File: src/rtl/tap_pkg.sv
// Shared types and field layout helpers for the TAP data registers.
package tap_pkg;

    localparam int unsigned globalAddress_width = 64;
    localparam int unsigned data_width          = 32;

    // Command codes carried in the top two bits of the access DR.
    typedef enum logic [1:0] {
        OpNop      = 2'b00,
        OpWrite    = 2'b01,
        OpRead     = 2'b10,
        OpReadNext = 2'b11
    } tap_dr_op_e;

    typedef enum logic [1:0] {
        StIdle  = 2'b00,
        StReq   = 2'b01,
        StRdata = 2'b10
    } tap_acc_state_e;

    // Access DR layout, LSB first out: data, then address, then op/status.
    function automatic int unsigned dr_data_lsb();
        return 0;
    endfunction

    function automatic int unsigned dr_addr_lsb(input int unsigned dw);
        return dw;
    endfunction

    function automatic int unsigned dr_op_lsb(input int unsigned aw, input int unsigned dw);
        return aw + dw;
    endfunction

    function automatic int unsigned dr_width(input int unsigned aw, input int unsigned dw);
        return 2 + aw + dw;
    endfunction

endpackage

File: src/rtl/tap_dr_shifter.sv
// Generic capture/shift data register with parallel load and parallel out.
module tap_dr_shifter #(
    parameter int unsigned Width = 8
) (
    input  logic             clk_i,
    input  logic             rst_i,
    input  logic             en_i,
    input  logic             capture_i,
    input  logic             shift_i,
    input  logic             tdi_i,
    input  logic [Width-1:0] cap_data_i,
    output logic [Width-1:0] sr_o,
    output logic             tdo_o
);

    logic [Width-1:0] sr_q;
    logic [Width-1:0] sr_d;

    // Capture wins over shift when both strobes are raised together.
    always_comb begin
        sr_d = sr_q;
        if (en_i) begin
            if (capture_i) begin
                sr_d = cap_data_i;
            end else if (shift_i) begin
                sr_d = {tdi_i, sr_q[Width-1:1]};
            end
        end
    end

    // Shift register state with synchronous reset.
    always_ff @(posedge clk_i) begin
        if (rst_i) begin
            sr_q <= '0;
        end else begin
            sr_q <= sr_d;
        end
    end

    assign sr_o  = sr_q;
    assign tdo_o = sr_q[0];

endmodule

File: src/rtl/tap_dr_access.sv
// JTAG data register that turns scanned commands into debug bus transactions.
module tap_dr_access
    import tap_pkg::*;
#(
    parameter int unsigned AW        = tap_pkg::globalAddress_width,
    parameter int unsigned DW        = tap_pkg::data_width,
    parameter int unsigned ADDR_STEP = 4
) (
    input  logic          tck_i,
    input  logic          trst_i,
    input  logic          tdi_i,
    input  logic          captureDR_i,
    input  logic          shiftDR_i,
    input  logic          updateDR_i,
    input  logic          drEna_i,
    output logic          tdo_o,
    output logic          req_o,
    output logic          we_o,
    output logic [AW-1:0] addr_o,
    output logic [DW-1:0] wdata_o,
    input  logic          gnt_i,
    input  logic          rvalid_i,
    input  logic [DW-1:0] rdata_i,
    output logic          busy_o,
    output logic          err_o
);

    localparam int unsigned DRW     = dr_width(AW, DW);
    localparam int unsigned DataLsb = dr_data_lsb();
    localparam int unsigned AddrLsb = dr_addr_lsb(DW);
    localparam int unsigned OpLsb   = dr_op_lsb(AW, DW);

    tap_acc_state_e state_q, state_d;

    logic [AW-1:0]  addr_q, addr_d;
    logic [DW-1:0]  wdata_q, wdata_d;
    logic [DW-1:0]  rdata_q, rdata_d;
    logic           we_q, we_d;
    logic           err_q, err_d;

    logic [DRW-1:0] sr;
    logic [DRW-1:0] cap_data;
    logic [AW-1:0]  sr_addr;
    logic [DW-1:0]  sr_data;
    tap_dr_op_e     op;
    logic           upd_cmd;
    logic           rd_done;

    // Status pair sits in the op slot so a scan-out reports err/busy alongside the result.
    assign cap_data = {err_q, busy_o, addr_q, rdata_q};

    tap_dr_shifter #(
        .Width (DRW)
    ) u_shifter (
        .clk_i      (tck_i),
        .rst_i      (trst_i),
        .en_i       (drEna_i),
        .capture_i  (captureDR_i),
        .shift_i    (shiftDR_i),
        .tdi_i      (tdi_i),
        .cap_data_i (cap_data),
        .sr_o       (sr),
        .tdo_o      (tdo_o)
    );

    assign sr_data = sr[DataLsb +: DW];
    assign sr_addr = sr[AddrLsb +: AW];
    assign op      = tap_dr_op_e'(sr[OpLsb +: 2]);

    // Update only counts when no higher-priority strobe is active.
    assign upd_cmd = drEna_i & updateDR_i & ~captureDR_i & ~shiftDR_i;

    // FSM state register.
    always_ff @(posedge tck_i) begin
        if (trst_i) begin
            state_q <= StIdle;
        end else begin
            state_q <= state_d;
        end
    end

    // FSM next-state logic; also flags the cycle in which read data is taken.
    always_comb begin
        state_d = state_q;
        rd_done = 1'b0;
        unique case (state_q)
            StIdle: begin
                if (upd_cmd && (op != OpNop)) begin
                    state_d = StReq;
                end
            end
            StReq: begin
                if (gnt_i) begin
                    if (we_q) begin
                        state_d = StIdle;
                    end else if (rvalid_i) begin
                        rd_done = 1'b1;
                        state_d = StIdle;
                    end else begin
                        state_d = StRdata;
                    end
                end
            end
            StRdata: begin
                if (rvalid_i) begin
                    rd_done = 1'b1;
                    state_d = StIdle;
                end
            end
            default: state_d = StIdle;
        endcase
    end

    // FSM outputs decoded from the registered state.
    always_comb begin
        req_o  = (state_q == StReq);
        busy_o = (state_q != StIdle);
    end

    // Next values for the bus-side registers and the sticky error.
    always_comb begin
        addr_d  = addr_q;
        wdata_d = wdata_q;
        we_d    = we_q;
        rdata_d = rdata_q;
        err_d   = err_q;
        if (upd_cmd) begin
            if (state_q == StIdle) begin
                case (op)
                    OpWrite: begin
                        addr_d  = sr_addr;
                        wdata_d = sr_data;
                        we_d    = 1'b1;
                    end
                    OpRead: begin
                        addr_d = sr_addr;
                        we_d   = 1'b0;
                    end
                    OpReadNext: begin
                        // Shifted address is ignored; wraps modulo 2^AW.
                        addr_d = addr_q + AW'(ADDR_STEP);
                        we_d   = 1'b0;
                    end
                    default: begin
                        if (sr_data[0]) begin
                            err_d = 1'b0;
                        end
                    end
                endcase
            end else if (op != OpNop) begin
                // Command arrived while busy: drop it and flag the overrun.
                err_d = 1'b1;
            end else if (sr_data[0]) begin
                err_d = 1'b0;
            end
        end
        if (rd_done) begin
            rdata_d = rdata_i;
        end
    end

    // Bus-side registers with synchronous reset.
    always_ff @(posedge tck_i) begin
        if (trst_i) begin
            addr_q  <= '0;
            wdata_q <= '0;
            we_q    <= 1'b0;
            rdata_q <= '0;
            err_q   <= 1'b0;
        end else begin
            addr_q  <= addr_d;
            wdata_q <= wdata_d;
            we_q    <= we_d;
            rdata_q <= rdata_d;
            err_q   <= err_d;
        end
    end

    assign addr_o  = addr_q;
    assign wdata_o = wdata_q;
    assign we_o    = we_q;
    assign err_o   = err_q;

endmodule

File: config.mk
export PLATFORM = sky130hd
export DESIGN_NAME = tap_dr_access
export DESIGN_NICKNAME = d
export VERILOG_FILES = /design/src/rtl/tap_pkg.sv /design/src/rtl/tap_dr_shifter.sv /design/src/rtl/tap_dr_access.sv
export SDC_FILE = /design/constraint.sdc
export NUM_CORES = 1
export LEC_CHECK = 0
export ABC_AREA = 1
export BUFFER_PORTS_ARGS = -buffer_cell sky130_fd_sc_hd__buf_2
export CAP_MARGIN = 5
export CORE_MARGIN = 1
export CORE_UTILIZATION = 32
export CTS_CLUSTER_DIAMETER = 120
export CTS_CLUSTER_SIZE = 28
export DETAILED_ROUTE_END_ITERATION = 8
export GPL_TIMING_DRIVEN = 0
export SLEW_MARGIN = 20
export SYNTH_ARGS = -nofsm -noshare
export SYNTH_HDL_FRONTEND = slang
export SYNTH_SLANG_ARGS = --single-unit
File: constraint.sdc
create_clock -name tck_i -period 4 [get_ports tck_i]
set_clock_uncertainty 0.05 [all_clocks]
set_input_delay 0.4 -clock tck_i [delete_from_list [all_inputs] [get_ports tck_i]]
set_output_delay 0.4 -clock tck_i [all_outputs]
set_load 0.01 [all_outputs]
* After elaboration in Yosys (flattened, before gate mapping)
Cells that the tools add are included. Widths: inputs -> output; s select.
Cells by class: bitwise logic cells 5, eq/ne operators 9, shift operators 0, divide/modulo/power cells 0, muxes and demuxes 18, multiply operators 0, reduce and logical (&&, ||, !) cells 16, order comparisons 0, $add $sub $neg 1
Operators with widths (number):
- $mux 98 | 2
- $pmux 64 s2 | 1
- $add 64x3->64 const B | 1
- $reduce_and 3->1 | 4
- $mux 2 | 5
- $reduce_bool 2->1 | 5
- $mux 1 | 7
- $eq 2x2->1 const B | 3
- $ne 2x2->1 const B | 3
- $pmux 2 s3 | 1
- $eq 2x1->1 const B | 2
- $pmux 1 s2 | 2
- $reduce_and 2->1 | 2
- $reduce_or 2->1 | 2
- $and 1x1->1 | 3
- $reduce_or 3->1 | 1
- $logic_not 2->1 | 1
- $ne 2x1->1 const B | 1
- $not 1->1 | 2
- $logic_and 1x1->1 | 1
Storage, ports and cells: register bits 230, memory bits (read-only) 0, logic and storage cells 56, memory bits (writable) 0, bits in latches 0, memories 0

* Depth between registers and ports, before layout
Gate-level depths: netlist (run 1).
word-level depth 6, gate-level depth with buffers 12

* Modules after synthesis
Synthesis (run 1) repeated with hierarchy kept, for this count alone.
Unflattened totals: cell total of the unflattened synthesis 2084, area, all modules 12618.4 um^2
By module, submodules not included:
- tap_dr_access | seq. area each 2642.5 um^2, cells an instance 1243, instances 1, area each 7652.3 um^2
- tap_dr_shifter | seq. area each 1961.9 um^2, cells an instance 841, instances 1, area each 4966.0 um^2

* Worst setup path before layout (run 1)
Ideal clock, no wire load.
path type register to register, from register addr_q[3] (netlist: addr_o[3]), to register addr_q[56] (netlist: addr_o[56]), slack 2.278 ns, library setup time 0.132 ns, arrival time 1.540 ns, period minus slack after synthesis 1.722 ns, stages on the path, launching flop included 11, required time 3.818 ns, path through dfxtp_1 ha_1 nand2_2 nor2_2 nand2_2 nor2_4 nand2_2 o21ai_0 nand3_1 nand2_1 a21oi_1
Between the ends: word-level cells in the longest chain between the ends 2
Ends and longest elaborated chain:
- from (decl) | line tap_dr_access.sv:35 | logic [AW-1:0] addr_q, addr_d;
- from (signal assigned) | line tap_dr_access.sv:171 | addr_q <= addr_d;
- $add 64x3->64 | line tap_dr_access.sv:141 | addr_d = addr_q + AW'(ADDR_STEP);
- $pmux 64 s2 | line tap_dr_access.sv:129 | case (op)
No other way between the ends. A chain may end at the register's enable or synchronous reset.

* Worst setup path after layout (run 1)
from register u_shifter.sr_q[97] (netlist: u_shifter.sr_o[97]), to register addr_q[9] (netlist: addr_o[9])
Between the ends: word-level cells in the longest chain between the ends 4, elaborated cells between the ends (all ways) 7
Ends and longest elaborated chain:
- from (decl) | line tap_dr_shifter.sv:16 | logic [Width-1:0] sr_q;
- from (signal assigned) | line tap_dr_shifter.sv:36 | sr_q <= sr_d;
- $eq 2x2->1 or $eq 2x1->1 (tied branches) | line tap_dr_access.sv:129
- $reduce_or 2->1 (no source line)
- $reduce_bool 2->1 (no source line)
- $reduce_and 3->1 (no source line)
Parallel ways exist; a longest one is shown, timed or not.

==> report_table.html, run 1 <==
<table>
<tr><th>Metric</th><th>Value</th></tr>
<tr><th colspan="2">Run status</th></tr>
<tr><td>Result of the run</td><td>finished, violations left</td></tr>
<tr><td>Violations in the final reports</td><td>DRC</td></tr>
<tr><th colspan="2">Clocking</th></tr>
<tr><td>CTS buffer count</td><td>12</td></tr>
<tr><td>Clock tree from TritonCTS</td><td>built</td></tr>
<tr><td>Root Buffer</td><td>sky130_fd_sc_hd__clkbuf_16</td></tr>
<tr><td>Count of buffers added by post-CTS timing repair for setup</td><td>0</td></tr>
<tr><td>Number of sinks on the clock net</td><td>230</td></tr>
<tr><td>Number of H-tree levels</td><td>1</td></tr>
<tr><td>Clock network latency to the later pin of the worst-skew pair</td><td>500 ps</td></tr>
<tr><td>Total of hold buffers inserted after clock tree synthesis</td><td>0</td></tr>
<tr><td>Clock slew seen by the registers of the worst setup and hold paths</td><td>110 ps</td></tr>
<tr><td>CTS Buffer Depth</td><td>3</td></tr>
<tr><td>Gates resized, CTS repair</td><td>0</td></tr>
<tr><th colspan="2">Final layout</th></tr>
<tr><td>Synth-to-layout area growth</td><td>13.9%</td></tr>
<tr><td>Share of cells above drive strength 1</td><td>11.8%</td></tr>
<tr><td>Most common cell after layout, fill and taps aside</td><td>sky130_fd_sc_hd__nand2_1</td></tr>
<tr><td>Total inserted antenna cells</td><td>0</td></tr>
<tr><td>Post-layout net count</td><td>1942</td></tr>
<tr><td>Commonest non-fill, non-tap cells in the layout</td><td>sky130_fd_sc_hd__nand2_1 (480), sky130_fd_sc_hd__dfxtp_1 (230), sky130_fd_sc_hd__nor2_1 (220)</td></tr>
<tr><th colspan="2">STA</th></tr>
<tr><td>Final Setup Violations</td><td>0</td></tr>
<tr><td>Actual slew at the worst max-slew pin</td><td>993 ps</td></tr>
<tr><td>Achievable frequency</td><td>0.395 GHz</td></tr>
<tr><td>Number of hold violations in the final report</td><td>0</td></tr>
<tr><td>Number of pins with negative max-slew slack in the final report</td><td>0</td></tr>
<tr><td>Crit path time final</td><td>2530 ps</td></tr>
<tr><td>Fraction of the cycle the final worst path needs</td><td>63.3%</td></tr>
<tr><td>RSZ-0062 raised after global routing</td><td>no</td></tr>
<tr><td>Setup TNS</td><td>0 ps</td></tr>
<tr><td>Slew HR</td><td>33.8%</td></tr>
<tr><td>Final-layout worst hold slack</td><td>107 ps</td></tr>
<tr><th colspan="2">Floorplan</th></tr>
<tr><td>Num ports</td><td>142</td></tr>
<tr><td>Die area</td><td>0.0373 sq mm</td></tr>
<tr><td>Initial Utilization</td><td>32.7%</td></tr>
<tr><td>Chip width</td><td>193 um</td></tr>
<tr><td>Die height</td><td>193 um</td></tr>
<tr><td>Area inside the core boundary</td><td>0.0357 sq mm</td></tr>
<tr><td>Placement Rows</td><td>69</td></tr>
<tr><th colspan="2">Routing</th></tr>
<tr><td>Remaining antenna violation count after routing</td><td>0</td></tr>
<tr><td>WL per Instance</td><td>18.1 um</td></tr>
<tr><td>Per-cell via count in the routed design</td><td>5.17</td></tr>
<tr><td>Total vias in the final route</td><td>12200</td></tr>
<tr><td>DRC violation count after routing</td><td>6</td></tr>
<tr><td>Final WL</td><td>42700 um</td></tr>
<tr><td>TritonRoute pass-1 iters</td><td>7</td></tr>
<tr><td>Violation count after the first detailed-routing iteration</td><td>1143</td></tr>
<tr><th colspan="2">Yosys</th></tr>
<tr><td>Number of nets in the synthesized netlist</td><td>1789</td></tr>
<tr><td>Sequential area share after synthesis</td><td>39.4%</td></tr>
<tr><td>Post-synthesis sequential element count</td><td>230</td></tr>
<tr><td>Average footprint of a synthesized cell</td><td>6.73 sq um</td></tr>
<tr><td>Flip-flop cell with the highest count after synthesis</td><td>sky130_fd_sc_hd__dfxtp_1</td></tr>
<tr><td>Synthesized netlist cell count</td><td>1739</td></tr>
<tr><td>Number of flops mapped to enable cells by yosys</td><td>0</td></tr>
<tr><td>Proportion of register bits with asynchronous set or reset after synthesis</td><td>0%</td></tr>
<tr><td>Post-synth top area cell</td><td>sky130_fd_sc_hd__dfxtp_1</td></tr>
<tr><td>Netlist cell types</td><td>36</td></tr>
<tr><td>Top area cells in the synthesized netlist</td><td>sky130_fd_sc_hd__dfxtp_1 (39%), sky130_fd_sc_hd__nand2_1 (15%), sky130_fd_sc_hd__a211oi_1 (8.5%)</td></tr>
<tr><td>Yosys top cell area share</td><td>39.4%</td></tr>
<tr><td>Mapped Area</td><td>0.0117 sq mm</td></tr>
<tr><td>Number of warnings reported in the yosys synthesis log</td><td>0</td></tr>
<tr><th colspan="2">Worst setup path</th></tr>
<tr><td>Sort of element at the start of the critical path</td><td>register</td></tr>
<tr><td>Worst Path Max Fanout</td><td>10</td></tr>
<tr><td>Data arrival time at the worst-slack endpoint</td><td>2840 ps</td></tr>
<tr><td>Worst reg2reg endpoint</td><td>addr_o[9]</td></tr>
<tr><td>Slowest CP cell</td><td>sky130_fd_sc_hd__buf_1</td></tr>
<tr><td>Reg2reg path depth</td><td>7</td></tr>
<tr><td>Critical-path cell list</td><td>ha_1 &gt; inv_1 &gt; clkbuf_1 &gt; buf_1 &gt; o21ai_0 &gt; nand2_1 &gt; a21oi_1</td></tr>
<tr><td>Startpoint of the worst setup timing path</td><td>u_shifter.sr_o[97]</td></tr>
<tr><td>Crit Path Class</td><td>reg -&gt; reg</td></tr>
<tr><td>Setup crit end kind</td><td>register</td></tr>
<tr><td>Required time at the endpoint of the critical path</td><td>4310 ps</td></tr>
<tr><td>Delay contributed by the slowest stage of the critical path</td><td>660 ps</td></tr>
<tr><td>Slack of the worst reg-to-reg path</td><td>1470 ps</td></tr>
<tr><td>Crit Reg-Reg Startpoint</td><td>u_shifter.sr_o[97]</td></tr>
<tr><th colspan="2">Pwr</th></tr>
<tr><td>Worst-case vdd ir drop</td><td>205 uV</td></tr>
<tr><td>PnR Total Power</td><td>4.41 mW</td></tr>
<tr><td>Clock power frac</td><td>32.0%</td></tr>
<tr><td>Switching power of the nets</td><td>1.24 mW</td></tr>
<tr><td>Relative contribution of combinational cells to total power</td><td>12.5%</td></tr>
<tr><td>Sw Share</td><td>28.1%</td></tr>
<tr><td>Leakage dissipation</td><td>4.62 nW</td></tr>
<tr><td>Cell-internal power</td><td>3.17 mW</td></tr>
<tr><td>Power per Cell Area</td><td>331 mW/mm^2</td></tr>
<tr><td>Register share of total power</td><td>55.5%</td></tr>
<tr><th colspan="2">Min path</th></tr>
<tr><td>Worst Hold Depth</td><td>3</td></tr>
<tr><td>Worst Hold Endpoint</td><td>rdata_q[23]</td></tr>
<tr><td>Type of the tightest min-delay check</td><td>in -&gt; reg</td></tr>
<tr><td>HP Start</td><td>rdata_i[23]</td></tr>
<tr><th colspan="2">GRT</th></tr>
<tr><td>Total routing resource utilization after global routing</td><td>22.3%</td></tr>
<tr><td>Initial antenna violation count</td><td>1</td></tr>
<tr><td>Global route overflow</td><td>0</td></tr>
<tr><td>Wire length of the first global-routing pass</td><td>65800 um</td></tr>
<tr><td>Pin count of the biggest net entering global routing</td><td>29</td></tr>
<tr><td>Vias in the first global route</td><td>11300</td></tr>
<tr><th colspan="2">Placement</th></tr>
<tr><td>Routability cong.</td><td>0.978</td></tr>
<tr><td>Port-buffer cells</td><td>139</td></tr>
<tr><td>Half-perimeter wire length after placement</td><td>33000 um</td></tr>
<tr><th colspan="2">Run</th></tr>
<tr><td>Max Cap Viol</td><td>0</td></tr>
</table>
-- cells in the mapped netlist (4+ instances only) --
cell type,n
sky130_fd_sc_hd__a211oi_1,133
sky130_fd_sc_hd__a311oi_1,32
sky130_fd_sc_hd__nor2_2,17
sky130_fd_sc_hd__buf_4,6
sky130_fd_sc_hd__o22ai_1,12
sky130_fd_sc_hd__a21oi_1,165
sky130_fd_sc_hd__nand3_1,58
sky130_fd_sc_hd__o21ai_0,59
sky130_fd_sc_hd__o21ai_1,5
sky130_fd_sc_hd__nand2_2,10
sky130_fd_sc_hd__nand4_1,11
sky130_fd_sc_hd__nor2_4,5
sky130_fd_sc_hd__nand2_1,480
sky130_fd_sc_hd__inv_2,4
sky130_fd_sc_hd__nor3_1,12
sky130_fd_sc_hd__clkbuf_1,71
sky130_fd_sc_hd__dfxtp_1,230
sky130_fd_sc_hd__ha_1,9
sky130_fd_sc_hd__buf_1,11
sky130_fd_sc_hd__inv_1,148
sky130_fd_sc_hd__buf_2,20
sky130_fd_sc_hd__nor2_1,220
-- worst max-delay path by stage --
stage          depth (start not counted)            endpoint  slack, ps
6_report                               7           addr_o[9]       1470
2_1_floorplan                         10          addr_o[56]       2280
3_3_place_gp                           5  u_shifter.sr_o[76]       1550
5_1_grt                                7          addr_o[14]       1410
4_1_cts                                7           addr_o[9]       1550
3_5_place_dp                           7           addr_o[9]       1570
-- routing by layer --
layer	share of wire [%]	global-route usage (%)
met3	5.0	2.30
met5	0.019	0
met1	48	31.7
met4	2.4	5.63
met2	45	35.8
-- worst max-delay path, delay by kind of cell, from the launching register on --
kind | cells | cell delay (ps)
buffers and inverters | 3 | 1370
flip-flops | 1 | 360
adder cells (fa/ha/maj) | 1 | 260
AO/OA/AOI/OAI | 2 | 260
AND/OR/NAND/NOR | 1 | 90
-- per-stage QoR --
stage                     util, %  instance area, sq um  cells  worst slack, ps
final                        37.3                 13300   2354             1470
after detailed placement     36.3                 13000   2339             1570
after global routing         37.3                 13300   2354             1410
after floorplan                 -                 11700   1739             2280
after CTS                    37.3                 13300   2354             1550
after global placement       36.3                 13000   2339             1550
-- kinds of logic (layout without fill, tap and decap cells) --
family          after synthesis  count (layout)  share of synthesized area (%)
flops                       230             230                           39.4
xor+xnor                      3               3                          0.225
buf+inv                     261             415                           8.78
compound gates              414             414                           22.1
simple gates                822             822                           28.6
fa+ha+maj                     9               9                          0.962
-- power by group through the flow --
stage                     Sequential [mW]  Combinational (mW)  Clock (mW)
after floorplan                      2.49               0.374           0
after global routing                 2.46               0.624        1.53
final                                2.45               0.551        1.41
after CTS                            2.45               0.551        1.46
after detailed placement             2.50               0.548           0
after global placement               2.50               0.536           0
-- final cells by class --
type | instances | area (sq um)
fillers | 4008 | 22400
multi-input cells | 1248 | 6070
flip-flops and latches | 230 | 4600
repair buffers | 139 | 696
well taps | 461 | 577
inverters | 153 | 574
plain buffers | 108 | 453
clock buffers | 13 | 325
clock inverters | 2 | 25.0
-- state kept, by name, indices dropped and copies added, names as in the netlist --
register,count
rdata_q,32
addr_o,64
u_shifter.sr_o,98
state_q,2
err_o,1
we_o,1
wdata_o,32
No activity file was read; power rests on OpenSTA's default activity.
==> inputs of run 2 (changes only) <==
- ABC_AREA: 1 -> 0
- clock period: 4 -> 2.15 ns (I/O delays scaled with it)
==> report_table.html, run 2 <==
<table>
<tr><th>Metric</th><th>Value</th></tr>
<tr><th colspan="2">GRT</th></tr>
<tr><td>Global route overflow</td><td>0</td></tr>
<tr><td>Met3 Track Usage GR</td><td>5.42%</td></tr>
<tr><td>Vias in the first global route</td><td>10900</td></tr>
<tr><td>Global-route met1 utilization</td><td>30.8%</td></tr>
<tr><td>Initial antenna violation count</td><td>4</td></tr>
<tr><td>Pin count of the biggest net entering global routing</td><td>30</td></tr>
<tr><td>Total routing resource utilization after global routing</td><td>22.4%</td></tr>
<tr><td>Wire length of the first global-routing pass</td><td>63300 um</td></tr>
<tr><td>Met2 usage</td><td>34.5%</td></tr>
<tr><td>Gr busiest metal</td><td>met2</td></tr>
<tr><th colspan="2">Yosys</th></tr>
<tr><td>Sequential area share after synthesis</td><td>41.4%</td></tr>
<tr><td>Netlist cell types</td><td>52</td></tr>
<tr><td>Post-synthesis sequential element count</td><td>230</td></tr>
<tr><td>Number of warnings reported in the yosys synthesis log</td><td>0</td></tr>
<tr><td>Mapped Area</td><td>0.0111 sq mm</td></tr>
<tr><td>Most frequently used cell type in the post-synthesis netlist</td><td>sky130_fd_sc_hd__dfxtp_1</td></tr>
<tr><td>Number of flops mapped to enable cells by yosys</td><td>0</td></tr>
<tr><td>Average footprint of a synthesized cell</td><td>8.06 sq um</td></tr>
<tr><td>Most used standard cells in the synthesized netlist</td><td>sky130_fd_sc_hd__dfxtp_1 (230), sky130_fd_sc_hd__nand2_1 (200), sky130_fd_sc_hd__nor2_1 (160)</td></tr>
<tr><td>Post-synth top area cell</td><td>sky130_fd_sc_hd__dfxtp_1</td></tr>
<tr><td>Yosys top cell area share</td><td>41.4%</td></tr>
<tr><td>Flip-flop cell with the highest count after synthesis</td><td>sky130_fd_sc_hd__dfxtp_1</td></tr>
<tr><td>Synthesized netlist cell count</td><td>1381</td></tr>
<tr><td>Proportion of register bits with asynchronous set or reset after synthesis</td><td>0%</td></tr>
<tr><td>Number of nets in the synthesized netlist</td><td>1431</td></tr>
<tr><td>Top area cells in the synthesized netlist</td><td>sky130_fd_sc_hd__dfxtp_1 (41%), sky130_fd_sc_hd__mux2i_1 (9.6%), sky130_fd_sc_hd__a211oi_1 (7.4%)</td></tr>
<tr><th colspan="2">Clocking</th></tr>
<tr><td>CTS buffer count</td><td>12</td></tr>
<tr><td>Clock network latency to the later pin of the worst-skew pair</td><td>510 ps</td></tr>
<tr><td>Number of H-tree levels</td><td>1</td></tr>
<tr><td>Clock slew seen by the registers of the worst setup and hold paths</td><td>120 ps</td></tr>
<tr><td>Number of sinks on the clock net</td><td>230</td></tr>
<tr><td>Root Buffer</td><td>sky130_fd_sc_hd__clkbuf_16</td></tr>
<tr><td>CTS Buffer Depth</td><td>3</td></tr>
<tr><td>Clock tree from TritonCTS</td><td>built</td></tr>
<tr><th colspan="2">STA</th></tr>
<tr><td>Final worst slack</td><td>-146 ps</td></tr>
<tr><td>Actual slew at the worst max-slew pin</td><td>882 ps</td></tr>
<tr><td>Fraction of the cycle the final worst path needs</td><td>107%</td></tr>
<tr><td>Number of pins with negative max-slew slack in the final report</td><td>0</td></tr>
<tr><td>Crit path time final</td><td>2300 ps</td></tr>
<tr><td>Achievable frequency</td><td>0.435 GHz</td></tr>
<tr><td>Slew HR</td><td>41.2%</td></tr>
<tr><td>RSZ-0062 raised after global routing</td><td>yes</td></tr>
<tr><td>Number of hold violations in the final report</td><td>0</td></tr>
<tr><td>Final Setup Violations</td><td>11</td></tr>
<tr><th colspan="2">Final layout</th></tr>
<tr><td>Cell area after layout</td><td>0.0141 sq mm</td></tr>
<tr><td>Post-layout net count</td><td>1659</td></tr>
<tr><td>Commonest non-fill, non-tap cells in the layout</td><td>sky130_fd_sc_hd__nand2_1 (196), sky130_fd_sc_hd__dfxtp_1 (190), sky130_fd_sc_hd__nor2_1 (152)</td></tr>
<tr><td>Most common cell after layout, fill and taps aside</td><td>sky130_fd_sc_hd__nand2_1</td></tr>
<tr><td>Share of cells above drive strength 1</td><td>22.3%</td></tr>
<tr><td>Number of flip-flops under the largest register name</td><td>98</td></tr>
<tr><td>Synth-to-layout area growth</td><td>26.5%</td></tr>
<tr><th colspan="2">Worst setup path</th></tr>
<tr><td>CP delay by family, top</td><td>simple AND/OR/NAND/NOR gates</td></tr>
<tr><td>Delay contributed by the slowest stage of the critical path</td><td>460 ps</td></tr>
<tr><td>Critical-path cell list</td><td>buf_6 &gt; nand4_1 &gt; nor4_4 &gt; buf_6 &gt; and4_4 &gt; nand3_4 &gt; or4_4 &gt; a31oi_4</td></tr>
<tr><td>Sort of element at the start of the critical path</td><td>register</td></tr>
<tr><td>Setup crit end kind</td><td>register</td></tr>
<tr><td>Combined buffer and inverter count along the critical path</td><td>2</td></tr>
<tr><td>Required time at the endpoint of the critical path</td><td>2520 ps</td></tr>
<tr><td>Data arrival time at the worst-slack endpoint</td><td>2660 ps</td></tr>
<tr><td>Most repeated library cell on the critical path</td><td>sky130_fd_sc_hd__buf_6</td></tr>
<tr><td>Worst Path Max Fanout</td><td>8</td></tr>
<tr><td>Slowest CP cell</td><td>sky130_fd_sc_hd__or4_4</td></tr>
<tr><td>Crit Path Class</td><td>reg -&gt; reg</td></tr>
<tr><th colspan="2">Floorplan</th></tr>
<tr><td>Chip width</td><td>188 um</td></tr>
<tr><td>Area inside the core boundary</td><td>0.0339 sq mm</td></tr>
<tr><td>Initial Utilization</td><td>32.9%</td></tr>
<tr><td>Die height</td><td>188 um</td></tr>
<tr><td>Placement Rows</td><td>67</td></tr>
<tr><td>Num ports</td><td>142</td></tr>
<tr><td>Die area</td><td>0.0355 sq mm</td></tr>
<tr><th colspan="2">Placement</th></tr>
<tr><td>Port-buffer cells</td><td>140</td></tr>
<tr><td>Routability cong.</td><td>0.968</td></tr>
<tr><td>Placed cell areas</td><td>0.0125 sq mm</td></tr>
<tr><td>Half-perimeter wire length after placement</td><td>28300 um</td></tr>
<tr><th colspan="2">Pwr</th></tr>
<tr><td>Leakage dissipation</td><td>5.30 nW</td></tr>
<tr><td>Register share of total power</td><td>56.2%</td></tr>
<tr><td>Cell-internal power</td><td>5.86 mW</td></tr>
<tr><td>Clock power frac</td><td>33.1%</td></tr>
<tr><td>Relative contribution of combinational cells to total power</td><td>10.8%</td></tr>
<tr><td>Power per Cell Area</td><td>571 mW/mm^2</td></tr>
<tr><td>Sw Share</td><td>27.0%</td></tr>
<tr><td>Switching power of the nets</td><td>2.17 mW</td></tr>
<tr><td>PnR Total Power</td><td>8.03 mW</td></tr>
<tr><td>Worst-case vdd ir drop</td><td>624 uV</td></tr>
<tr><th colspan="2">Routing</th></tr>
<tr><td>WL per Instance</td><td>19.9 um</td></tr>
<tr><td>Final WL</td><td>41100 um</td></tr>
<tr><td>Violation count after the first detailed-routing iteration</td><td>1139</td></tr>
<tr><td>Remaining antenna violation count after routing</td><td>0</td></tr>
<tr><td>TritonRoute pass-1 iters</td><td>7</td></tr>
<tr><td>DRC violation count after routing</td><td>0</td></tr>
<tr><td>Per-cell via count in the routed design</td><td>5.60</td></tr>
<tr><td>Total vias in the final route</td><td>11500</td></tr>
<tr><th colspan="2">Run</th></tr>
<tr><td>Max Cap Viol</td><td>0</td></tr>
<tr><th colspan="2">Run status</th></tr>
<tr><td>Result of the run</td><td>finished, violations left</td></tr>
<tr><td>Violations in the final reports</td><td>setup timing</td></tr>
<tr><th colspan="2">Min path</th></tr>
<tr><td>Type of the tightest min-delay check</td><td>in -&gt; reg</td></tr>
</table>
[run 2: cell count changes in the layout (fill, tap and decap cells not counted), moves of 31 or more]
cell / change
sky130_fd_sc_hd__a21oi_1: -40
sky130_fd_sc_hd__dlygate4sd3_1: +32
sky130_fd_sc_hd__nand2_1: -284
sky130_fd_sc_hd__mux2i_1: +107
sky130_fd_sc_hd__buf_4: +43
sky130_fd_sc_hd__inv_1: -136
sky130_fd_sc_hd__a311oi_1: -31
sky130_fd_sc_hd__nor2_1: -68
sky130_fd_sc_hd__dfxtp_1: -40
[run 2: timing repair]
action / CTS / global route
resized for setup: 125 / 73
hold endpoints to repair: 32 / 0
setup endpoints to repair: 163 / 128
setup buffers: 46 / 10
gates cloned: 0 / 0
hold buffers: 32 / 0
pin swaps: 23 / 17
[run 2: cell families after synthesis]
kind of cell    Yosys count  synth area share, %
buf+inv                 135                 4.61
compound gates          357                 20.4
flops                   230                 41.4
mux                     113                 10.2
fa+ha+maj                 9                 1.01
simple gates            537                 22.4
[run 2: tightest hold or removal path: stages]
cell                       delay (ps)
sky130_fd_sc_hd__buf_2            100
sky130_fd_sc_hd__mux2i_1          120
sky130_fd_sc_hd__a211oi_1          90
[run 2: final cells by class]
class	count	area [sq um]
Antenna cell	1	2.50
Buffer	108	549
Clock buffer	14	329
Clock inverter	1	30.0
Fill cell	3489	19800
Inverter	15	56.3
Multi-Input combinational cell	1016	6400
Sequential cell	230	4700
Tap cell	448	561
Timing Repair Buffer	226	1460
[run 2: routing by layer]
metal | up-vias | share of wire, %
met1 | 5436 | 44
met2 | 548 | 43
met3 | 98 | 9.7
li1 | 5441 | -
met5 | - | 0.083
met4 | 6 | 2.8
[run 2: power groups by stage]
stage | Sequential, mW | Clock, mW | Combinational, mW
detailed placement | 4.62 | 0 | 0.774
global route | 4.53 | 2.86 | 0.943
floorplan | 4.58 | 0 | 0.529
global placement | 4.62 | 0 | 0.758
finish | 4.51 | 2.66 | 0.864
CTS | 4.51 | 2.71 | 0.839
[run 2: worst paths after layout]
kind	startpoint	end	cells after the start	slack, ps
worst max-delay path	addr_o[12]	addr_o[46]	8	-150
worst min-delay path	tdi_i	u_shifter.sr_o[97]	3	20
worst min register to register	wdata_o[12]	wdata_o[12]	2	410
worst max register to register	addr_o[12]	addr_o[46]	8	-150
[run 2: stage by stage]
stage          TNS (ps)  hold WS, ps  instances  setup slack [ps]  util, %
2_1_floorplan     -43.3          301       1381             -16.8        -
3_3_place_gp    -196590          393       1969             -1570     36.8
3_5_place_dp    -191900          398       1969             -1510     36.8
4_1_cts            -336         13.3       2052              -103     40.8
5_1_grt           -1400         25.6       2058              -164     41.6
6_report           -571         23.8       2059              -146     41.6
==> inputs of run 3 (changes only) <==
- CORE_MARGIN: 1 -> 4
- clock period: 2.15 -> 2.9 ns (I/O delays scaled with it)
==> report_table.html, run 3 (synthesized netlist as in run 2, its figures left out) <==
<table>
<tr><th>Metric</th><th>Value</th></tr>
<tr><th colspan="2">Run status</th></tr>
<tr><td>Result of the run</td><td>finished clean</td></tr>
<tr><th colspan="2">Pwr</th></tr>
<tr><td>Worst-case vdd ir drop</td><td>308 uV</td></tr>
<tr><td>PnR Total Power</td><td>5.99 mW</td></tr>
<tr><td>Leakage dissipation</td><td>4.80 nW</td></tr>
<tr><td>Power per Cell Area</td><td>456 mW/mm^2</td></tr>
<tr><th colspan="2">Worst setup path</th></tr>
<tr><td>Slack of the worst reg-to-reg path</td><td>10 ps</td></tr>
<tr><td>Data arrival time at the worst-slack endpoint</td><td>3250 ps</td></tr>
<tr><td>Worst Path Max Fanout</td><td>10</td></tr>
<tr><td>Reg2reg path depth</td><td>7</td></tr>
<tr><td>Worst reg2reg endpoint</td><td>addr_o[54]</td></tr>
<tr><td>Sort of element at the start of the critical path</td><td>register</td></tr>
<tr><td>Crit Path Class</td><td>reg -&gt; reg</td></tr>
<tr><td>Required time at the endpoint of the critical path</td><td>3260 ps</td></tr>
<tr><td>Setup crit end kind</td><td>register</td></tr>
<tr><td>Crit Reg-Reg Startpoint</td><td>state_q[0]</td></tr>
<tr><th colspan="2">Floorplan</th></tr>
<tr><td>Chip width</td><td>194 um</td></tr>
<tr><td>Area inside the core boundary</td><td>0.0345 sq mm</td></tr>
<tr><td>Die height</td><td>194 um</td></tr>
<tr><td>Placement Rows</td><td>68</td></tr>
<tr><td>Num ports</td><td>142</td></tr>
<tr><td>Initial Utilization</td><td>32.3%</td></tr>
<tr><td>Die area</td><td>0.0378 sq mm</td></tr>
<tr><th colspan="2">Routing</th></tr>
<tr><td>TritonRoute pass-1 iters</td><td>6</td></tr>
<tr><td>WL per Instance</td><td>19.8 um</td></tr>
<tr><td>Total vias in the final route</td><td>11100</td></tr>
<tr><td>Per-cell via count in the routed design</td><td>5.47</td></tr>
<tr><td>Final WL</td><td>40000 um</td></tr>
<tr><td>Remaining antenna violation count after routing</td><td>0</td></tr>
<tr><td>Violation count after the first detailed-routing iteration</td><td>1082</td></tr>
<tr><td>DRC violation count after routing</td><td>0</td></tr>
<tr><th colspan="2">Final layout</th></tr>
<tr><td>Synth-to-layout area growth</td><td>18.1%</td></tr>
<tr><td>Number of flip-flops under the largest register name</td><td>98</td></tr>
<tr><td>Count of non-filler cells in the finished layout</td><td>2024</td></tr>
<tr><td>Share of cells above drive strength 1</td><td>12.8%</td></tr>
<tr><td>Commonest non-fill, non-tap cells in the layout</td><td>sky130_fd_sc_hd__dfxtp_1 (228), sky130_fd_sc_hd__nand2_1 (200), sky130_fd_sc_hd__nor2_1 (159)</td></tr>
<tr><td>Post-layout net count</td><td>1616</td></tr>
<tr><td>Most common cell after layout, fill and taps aside</td><td>sky130_fd_sc_hd__dfxtp_1</td></tr>
<tr><td>Number of filler cells placed in the layout</td><td>3614</td></tr>
<tr><th colspan="2">Clocking</th></tr>
<tr><td>Clock slew seen by the registers of the worst setup and hold paths</td><td>120 ps</td></tr>
<tr><td>Number of H-tree levels</td><td>1</td></tr>
<tr><td>CTS buffer count</td><td>12</td></tr>
<tr><td>Root Buffer</td><td>sky130_fd_sc_hd__clkbuf_16</td></tr>
<tr><td>CTS Buffer Depth</td><td>3</td></tr>
<tr><td>Clock network latency to the later pin of the worst-skew pair</td><td>500 ps</td></tr>
<tr><td>Number of sinks on the clock net</td><td>230</td></tr>
<tr><td>Clock tree from TritonCTS</td><td>built</td></tr>
<tr><th colspan="2">STA</th></tr>
<tr><td>Setup TNS</td><td>0 ps</td></tr>
<tr><td>Final-layout worst hold slack</td><td>17.4 ps</td></tr>
<tr><td>Number of hold violations in the final report</td><td>0</td></tr>
<tr><td>Final Setup Violations</td><td>0</td></tr>
<tr><td>Actual slew at the worst max-slew pin</td><td>982 ps</td></tr>
<tr><td>Slew HR</td><td>34.5%</td></tr>
<tr><td>Achievable frequency</td><td>0.346 GHz</td></tr>
<tr><td>Fraction of the cycle the final worst path needs</td><td>99.6%</td></tr>
<tr><td>Number of pins with negative max-slew slack in the final report</td><td>0</td></tr>
<tr><td>Crit path time final</td><td>2890 ps</td></tr>
<tr><th colspan="2">GRT</th></tr>
<tr><td>Initial antenna violation count</td><td>3</td></tr>
<tr><td>Wire length of the first global-routing pass</td><td>62000 um</td></tr>
<tr><td>Total routing resource utilization after global routing</td><td>20.1%</td></tr>
<tr><td>Global route overflow</td><td>0</td></tr>
<tr><td>Vias in the first global route</td><td>10700</td></tr>
<tr><td>Pin count of the biggest net entering global routing</td><td>29</td></tr>
<tr><th colspan="2">Placement</th></tr>
<tr><td>Port-buffer cells</td><td>140</td></tr>
<tr><td>Half-perimeter wire length after placement</td><td>28800 um</td></tr>
<tr><td>Total placed cells including tap cells</td><td>1976</td></tr>
<tr><td>Routability cong.</td><td>0.943</td></tr>
<tr><th colspan="2">Run</th></tr>
<tr><td>Max Cap Viol</td><td>0</td></tr>
<tr><th colspan="2">Min path</th></tr>
<tr><td>Worst Hold Endpoint</td><td>rdata_q[4]</td></tr>
<tr><td>Type of the tightest min-delay check</td><td>in -&gt; reg</td></tr>
<tr><td>HP Start</td><td>rdata_i[4]</td></tr>
<tr><td>Worst Hold Depth</td><td>3</td></tr>
</table>
run 3: cell types whose count changed in the layout (fill, tap and decap cells not counted), sizes merged:
cell	delta
buf	-55
clkbuf	+13
dlygate4sd3	-2
bufinv	+1
inv	+1
run 3: cell type report:
| class | instances | area [sq um] | share of cell area [%] |
|---|---|---|---|
| antenna | 1 | 2.50 | 0.0190 |
| buffer | 119 | 468 | 3.56 |
| clock buffer | 13 | 325 | 2.47 |
| clock inverter | 3 | 51.3 | 0.390 |
| inverter | 15 | 56.3 | 0.428 |
| multi-input combinational | 1016 | 6050 | 46.0 |
| sequential | 230 | 4610 | 35.0 |
| tap | 455 | 569 | 4.33 |
| timing repair buffer | 172 | 1020 | 7.73 |
run 3: how the worst max path moves through the flow:
stage                     start         end  slack, ps
finish               state_q[0]  addr_o[54]         10
global route         state_q[0]  addr_o[47]        -20
detailed placement  captureDR_i  addr_o[33]       -860
CTS                  state_q[0]  addr_o[58]         10
floorplan             addr_o[2]  addr_o[46]        540
global placement    captureDR_i  addr_o[33]       -910
run 3: timing repair:
action | 4_1_cts | 5_1_grt
gates resized for setup | 10 | 17
endpoints found under the hold margin | 30 | 0
buffers inserted | 0 | 2
pin swaps | 1 | 3
setup endpoints to repair | 62 | 42
hold buffers | 30 | 0
run 3: through the flow:
step | cell area [sq um] | util (%) | worst slack, ps
after global placement | 12400 | 36.0 | -907
after global routing | 13100 | 38.1 | -19.4
after detailed placement | 12400 | 36.0 | -864
final | 13100 | 38.1 | 12.0
after floorplan | 11100 | - | 543
after CTS | 13100 | 38.0 | 12.9
run 3: power by group:
group          switching [mW]  total, mW  internal (mW)
Sequential             0.0916       3.36           3.26
Clock                    1.10       2.02          0.919
Combinational           0.374      0.614          0.240
run 3: per-layer routing:
layer | wire length (um) | GRT usage, % | vias up | share of wire [%]
met1 | 17500 | 27.7 | 5187 | 44
met5 | 40 | 0 | - | 0.10
li1 | - | - | 5331 | -
met4 | 1070 | 5.63 | 6 | 2.7
met3 | 3680 | 5.03 | 81 | 9.2
met2 | 17700 | 31.5 | 475 | 44
run 3: worst max-delay path: stages, from the launching register on:
cell and delay [ps]:
sky130_fd_sc_hd__dfxtp_1 370, sky130_fd_sc_hd__inv_1 80, sky130_fd_sc_hd__ha_1 280, sky130_fd_sc_hd__nand3b_1 510, sky130_fd_sc_hd__clkbuf_1 550, sky130_fd_sc_hd__clkbuf_1 580, sky130_fd_sc_hd__a21oi_1 150, sky130_fd_sc_hd__o22ai_1 230
